<file path="src/rtl/mul_sequencer.sv">
// mul_sequencer: multi-cycle shift-add sequencer for mul / mulh / mulhu in EX.
// Holds the pipeline via a combinational stall, then pulses done with the
// selected 32-bit half of the 64-bit product in result.
module mul_sequencer #(
  parameter int unsigned XLEN = 32
) (
  input  logic            clk,
  input  logic            rst,
  input  logic            start,
  input  logic [3:0]      aluop,
  input  logic [XLEN-1:0] a,
  input  logic [XLEN-1:0] b,
  input  logic            flush,
  output logic            stall,
  output logic            done,
  output logic [XLEN-1:0] result
);

  localparam int unsigned CNT_W = $clog2(XLEN);

  typedef enum logic [1:0] {
    IDLE,
    RUN,
    FIN
  } state_t;

  state_t              state;
  state_t              state_next;

  logic [2*XLEN-1:0]   mcand;
  logic [XLEN-1:0]     mplier;
  logic [2*XLEN-1:0]   acc;
  logic [CNT_W-1:0]    cnt;
  logic                neg;
  logic                hi;

  logic                is_mul;
  logic                is_mulh;
  logic                accept;
  logic                last_iter;
  logic [XLEN-1:0]     abs_a;
  logic [XLEN-1:0]     abs_b;
  logic [2*XLEN-1:0]   prod;

  // Decode, accept condition, operand magnitudes and final signed product.
  always_comb begin
    is_mul    = (aluop == 4'b0101) || (aluop == 4'b0110) || (aluop == 4'b0111);
    is_mulh   = (aluop == 4'b0110);
    accept    = (state == IDLE) && start && is_mul && !done && !flush;
    last_iter = (cnt == CNT_W'(XLEN - 1));
    abs_a     = a[XLEN-1] ? (~a + 1'b1) : a;
    abs_b     = b[XLEN-1] ? (~b + 1'b1) : b;
    prod      = neg ? (~acc + 1'b1) : acc;
  end

  // State register.
  always_ff @(posedge clk) begin
    if (rst) begin
      state <= IDLE;
    end else begin
      state <= state_next;
    end
  end

  // Next-state logic; flush aborts from any state, including FIN.
  always_comb begin
    state_next = state;
    if (flush) begin
      state_next = IDLE;
    end else begin
      case (state)
        IDLE:    if (accept) state_next = RUN;
        RUN:     if (last_iter) state_next = FIN;
        FIN:     state_next = IDLE;
        default: state_next = IDLE;
      endcase
    end
  end

  // Stall output: busy or accepting now; never while flushing or in reset.
  always_comb begin
    stall = !rst && !flush && ((state != IDLE) || accept);
  end

  // Datapath: latch operands on accept, shift-add in RUN, publish in FIN.
  always_ff @(posedge clk) begin
    if (rst) begin
      done   <= 1'b0;
      result <= '0;
      acc    <= '0;
      mcand  <= '0;
      mplier <= '0;
      cnt    <= '0;
      neg    <= 1'b0;
      hi     <= 1'b0;
    end else if (flush) begin
      done <= 1'b0;
      acc  <= '0;
      cnt  <= '0;
    end else begin
      done <= 1'b0;
      case (state)
        IDLE: begin
          if (accept) begin
            mcand  <= {{XLEN{1'b0}}, (is_mulh ? abs_a : a)};
            mplier <= is_mulh ? abs_b : b;
            neg    <= is_mulh && (a[XLEN-1] ^ b[XLEN-1]);
            hi     <= (aluop != 4'b0101);
            acc    <= '0;
            cnt    <= '0;
          end
        end
        RUN: begin
          if (mplier[0]) acc <= acc + mcand;
          mcand  <= mcand << 1;
          mplier <= mplier >> 1;
          cnt    <= cnt + 1'b1;
        end
        FIN: begin
          result <= hi ? prod[2*XLEN-1:XLEN] : prod[XLEN-1:0];
          done   <= 1'b1;
        end
        default: ;
      endcase
    end
  end

endmodule

</file>
<file path="config.mk">
export PLATFORM = sky130hd
export DESIGN_NAME = mul_sequencer
export DESIGN_NICKNAME = d
export VERILOG_FILES = /design/src/rtl/mul_sequencer.sv
export SDC_FILE = /design/constraint.sdc
export NUM_CORES = 1
export LEC_CHECK = 0
export ABC_CLOCK_PERIOD_IN_PS = 3100
export CAP_MARGIN = 20
export CORE_MARGIN = 5
export CORE_UTILIZATION = 40
export CTS_CLUSTER_DIAMETER = 120
export DETAILED_ROUTE_END_ITERATION = 16
export PLACE_DENSITY = 0.68
export SLEW_MARGIN = 20
export SYNTH_ARGS = -nofsm -noshare
export SYNTH_HDL_FRONTEND = slang
export SYNTH_SLANG_ARGS = --single-unit
</file>
<file path="constraint.sdc">
create_clock -name clk -period 3.1 [get_ports clk]
set_input_delay 0.62 -clock clk [delete_from_list [all_inputs] [get_ports clk]]
set_output_delay 0.62 -clock clk [all_outputs]
set_load 0.005 [all_outputs]
</file>
; Word level (Yosys, flattened, before mapping)
; Index checks and enable logic that the tools add are counted.
; Widths: inputs -> output; s select.
[word_totals]
regBits = 202
in_bits = 72
output_inout_bits = 34
wordCells = 71
[classes]
add_sub_neg = 5
eq_ne = 10
n_mux = 19
n_bitwise = 5
n_reduce_logical = 23
[op_table]
columns = cell, count
row1 = $mux 64, 4
row2 = $pmux 64 s2, 2
row3 = $mux 32, 6
row4 = $add 32x1->32 const B, 2
row5 = $add 64x1->64 const B, 1
row6 = $add 64x64->64, 1
row7 = $not 32->32, 2
row8 = $not 64->64, 1
row9 = $pmux 32 s2, 1
row10 = $eq 4x3->1 const B, 3
row11 = $pmux 5 s2, 1
row12 = $reduce_and 3->1, 3
row13 = $logic_and 1x1->1, 7
row14 = $ne 2x2->1 const B, 3
row15 = $reduce_and 2->1, 3
row16 = $add 5x1->5 const B, 1
row17 = $eq 5x5->1 const B, 1
row18 = $mux 5, 1
row19 = $mux 2, 2
row20 = $ne 4x3->1 const B, 1
row21 = $pmux 2 s2, 1
row22 = $reduce_bool 2->1, 2
row23 = $logic_not 1->1, 3
row24 = $logic_or 1x1->1, 3
row25 = other kinds (7), 7

; Longest topological paths before layout
[logic_depth]
ltp_word = 8
depth_mapped = 14
ltp_nobuf = 13

; Worst setup path before layout
; No wires, ideal clock.
[synth_path]
kind = input to register
from = in a[5]
to = reg mcand[27]
setup_ps = 128
arrival_ps = 3027
required_time_ps = 2972
setup_slack_ps = -55
path_stages = 10
n_path_buf = 0
cell_sequence = or4_1 or4_4 nor4_2 nand3b_1 or4_1 o21ai_1 xor2_1 a21oi_1 a21oi_1 nor2_1
[synth_via]
elab_chain_len = 6
[synth_lines]
columns = element, line_no
row1 = start: declaration, 11  ; input logic [XLEN-1:0] a,
row2 = $not 32->32, 51  ; abs_a = a[XLEN-1] ? (~a + 1'b1) : a;
row3 = $add 32x1->32, 51
row4 = $mux 32, 51
row5 = $mux 32, 105  ; mcand <= {{XLEN{1'b0}}, (is_mulh ? abs_a : a)};
row6 = $mux 64, 104  ; if (accept) begin
row7 = $pmux 64 s2, 102  ; case (state)
row8 = end signal: assignment, 105
row9 = end signal: assignment, 115  ; mcand <= mcand << 1;
row10 = end: declaration, 30  ; logic [2*XLEN-1:0] mcand;
; No other way between the ends. The select of a mux whose other input is x is not followed.
; A chain may end at the register's enable or synchronous reset.

; Final worst setup path
[layout_path]
from = reg acc[0]
to = reg result[18]
[layout_via]
elab_chain_len = 4
[layout_lines]
columns = element, line_no
row1 = start: declaration, 32  ; logic [2*XLEN-1:0] acc;
row2 = start signal: assignment, 114  ; if (mplier[0]) acc <= acc + mcand;
row3 = $not 64->64, 53  ; prod = neg ? (~acc + 1'b1) : acc;
row4 = $add 64x1->64, 53
row5 = $mux 64, 53
row6 = $mux 32, 120  ; result <= hi ? prod[2*XLEN-1:XLEN] : prod[XLEN-1:0];
row7 = end signal: assignment, 120
row8 = end: declaration, 16  ; output logic [XLEN-1:0] result
; No other way between the ends.

==> flow_metrics.py <==
metrics = {
    "outcome": {
        "outcome": "finished, violations left",
        "failed_checks": "setup timing",
    },
    "layout": {
        "postLayoutCellArea_mm2": 0.0190,
        "final_cell_mix": "buf_4, nor2_1, dfxtp_1",
        "multi_input_area_mm2": 0.0101,
        "fin_nets": 2331,
        "layout.area.seq_mm2": 0.00407,
        "drive_gt1_share_pct": 22.0,
        "final_common_cell": "buf_4",
        "syn_to_final_growth_pct": 35.4,
        "fillers": 3217,
    },
    "setup_path": {
        "cp_slowest_cell": "or4_4",
        "cp_max_fo": 4,
        "end_kind": "flip-flop",
        "cp_top_family": "simple AND/OR/NAND/NOR gates",
        "critPathBufInv": 1,
        "critPathMaxStageDelay_ps": 480,
        "worstPathCellList": "inv_2 -> ha_4 -> or4b_4 -> or4_4 -> or3_4 -> or2_4 -> o31ai_4 -> o21ai_2 -> xor2_1 -> a211oi_2 -> nor3_1",
        "start_kind": "flip-flop",
        "arrival_ps": 3570,
        "crit_type": "reg2reg",
        "crit_required_ps": 3490,
    },
    "timing": {
        "worstMarginPinSlew_ps": 921,
        "period_needed_ps": 3170,
        "drv_slew": 0,
        "hold_viol": 0,
        "final-setup-viol-count": 8,
        "fin_ws_ps": -74.1,
        "fmax_mhz": 315,
        "grt_setup_unrepaired": "yes",
        "max_slew_margin_pct": 38.4,
        "finClkSkew_ps": 19.4,
        "hold_ws_ps": 453,
        "final.period_utilization_pct": 102,
    },
    "clock_tree": {
        "cts_sinks": 202,
        "cts.htree.levels": 1,
        "clockBufferDepth": 3,
        "holdBufCountCts": 0,
        "root_buffer": "clkbuf_16",
        "numCtsBuffers": 25,
        "cts_tree": "yes",
        "path_clk_slew_ps": 70,
        "clk_latency_ps": 530,
    },
    "synth": {
        "synth_area_leaders": "dfxtp_1, a21oi_1, nor2_1",
        "syn_inst": 1897,
        "synthesis.area_mm2": 0.0141,
        "synth.ff_latch_count": 202,
        "avgSynthCellArea_um2": 7.41,
        "synth_nets": 2038,
        "synth_flop_cell": "dfxtp_1",
        "yosysWarnings": 0,
        "synth-edff-count": 0,
        "post_synth_num_cell_types": 71,
        "async_flop_share_pct": 0,
        "netlist.area_leader.share_pct": 28.8,
        "ys_seq_area_share_pct": 28.8,
        "yosysTopAreaCell": "dfxtp_1",
    },
    "global_routing": {
        "grt.overflow.total": 0,
        "grt_pass1_vias": 14400,
        "grt_max_degree": 72,
        "grt_pass1_wl_um": 72300,
        "antenna_found_initial": 0,
        "grt.total_usage_pct": 22.0,
    },
    "pwr": {
        "power_mw": 6.04,
        "powerDensity_mw_per_mm2": 318,
        "leakage_nw": 7.84,
        "max-vdd-ir-drop_mv": 0.283,
    },
    "detailed_routing": {
        "drt_iter0_markers": 1299,
        "drc": 0,
        "drtPass1Iterations": 6,
        "wl_per_cell_um": 17.1,
        "vias": 15100,
        "postRouteAntennaNets": 0,
        "drt_wl_total_um": 45400,
        "via_per_inst": 5.67,
    },
    "floorplan": {
        "initial_core_util_pct": 40.6,
        "ioPinCount": 106,
        "fp.dieW_um": 197,
        "core_region_area_mm2": 0.0346,
        "die_y_um": 197,
        "die-area_mm2": 0.0390,
        "num_rows": 68,
    },
    "min_path": {
        "hold_class": "reg2reg",
    },
    "placed_design": {
        "gp_congestion": 0.963,
        "port_buffers": 105,
        "dp_hpwl_um": 34700,
        "dpl_cell_area_mm2": 0.0175,
    },
    "run": {
        "maxCapViolCount": 0,
    },
}
-- final cells by class --
cell class	instances	area share (%)
diodes	1	0.0131
clock buffers	29	3.47
clock inverters	16	0.914
inverters	27	0.533
multi-input cells	1535	53.0
flip-flops and latches	202	21.4
well taps	455	2.99
repair buffers	399	17.7
-- per-layer routing --
metal / up-vias / track usage, % / part of all wire, %
li1: 7460 / - / -
met1: 7061 / 29.5 / 45
met2: 496 / 36.6 / 46
met3: 86 / 3.39 / 7.0
met4: 0 / 6.55 / 2.6
met5: - / 0 / 0
-- worst register-to-register path, cell delays in order (launching register included) --
cell and delay [ps]:
dfxtp_2 340, inv_2 70, ha_4 120, or4b_4 470, or4_4 480, or3_4 370, or2_4 280, o31ai_4 270
o21ai_2 100, xor2_1 200, a211oi_2 260, nor3_1 80
-- report_power, final --
part           total, mW  switching, mW  internal (mW)
Sequential          2.63         0.0166           2.61
Combinational      0.445          0.229          0.216
Clock               2.97           1.19           1.78
-- worst paths after layout --
path,start,end,slack (ps),cells after the start
max,acc[0]$_SDFFE_PP0P_,result[18]$_SDFFE_PP0P_,-70,11
max reg2reg,acc[0]$_SDFFE_PP0P_,result[18]$_SDFFE_PP0P_,-70,11
min reg2reg,mplier[1]$_SDFFE_PP0P_,mplier[1]$_SDFFE_PP0P_,450,2
min,mplier[1]$_SDFFE_PP0P_,mplier[1]$_SDFFE_PP0P_,450,2
-- cell usage after synthesis, types with 8 or more instances --
cell,count
a211oi_1,68
a21o_1,41
a21oi_1,197
a22oi_1,34
a311oi_1,16
a31oi_1,15
and2_1,9
clkbuf_1,124
dfxtp_1,202
ha_1,68
inv_1,27
nand2_1,185
nand2b_1,13
nand3_1,61
nand4_1,18
nor2_1,248
nor2b_1,8
nor3_1,37
nor4_1,14
o211ai_1,17
o21a_1,8
o21ai_0,138
o21bai_1,14
o31ai_1,24
o41ai_1,12
or2_2,9
or3_1,17
or4_1,20
xnor2_1,70
xor2_1,86
-- flip-flops by register name, indices dropped and copies added (netlist names) --
| signal | count |
|---|---|
| cnt | 5 |
| mcand | 64 |
| done | 1 |
| neg | 1 |
| state | 2 |
| hi | 1 |
| mplier | 32 |
| result | 32 |
| acc | 64 |
-- per-stage QoR --
stage	util, %	instances	setup TNS (ps)	worst slack [ps]
floorplan	-	1897	-91.4	-28.5
global placement	50.5	2609	-22370	-694
detailed placement	50.5	2609	-31340	-699
CTS	53.8	2659	-28.8	-26.7
global route	55.0	2663	-2340	-166
finish	55.0	2664	-319	-74.1
-- logic make-up (layout without fill, tap and decap cells) --
family	count (synthesis)	in the layout	synth area share, %
multiplexers	7	7	0.516
flip-flops	202	202	28.8
AO/OA/AOI/OAI	625	625	28.1
buffers and inverters	160	471	4.31
AND/OR/NAND/NOR	678	678	22.4
other	0	1	0
XOR/XNOR	156	156	9.72
adder cells (fa/ha/maj)	69	69	6.19
-- repair_timing --
item                       CTS  global route
buffers inserted             6             4
setup endpoints to repair   53            65
resized for setup           76            88
pin swaps                   29            40
No activity file was read; power rests on OpenSTA's default activity.
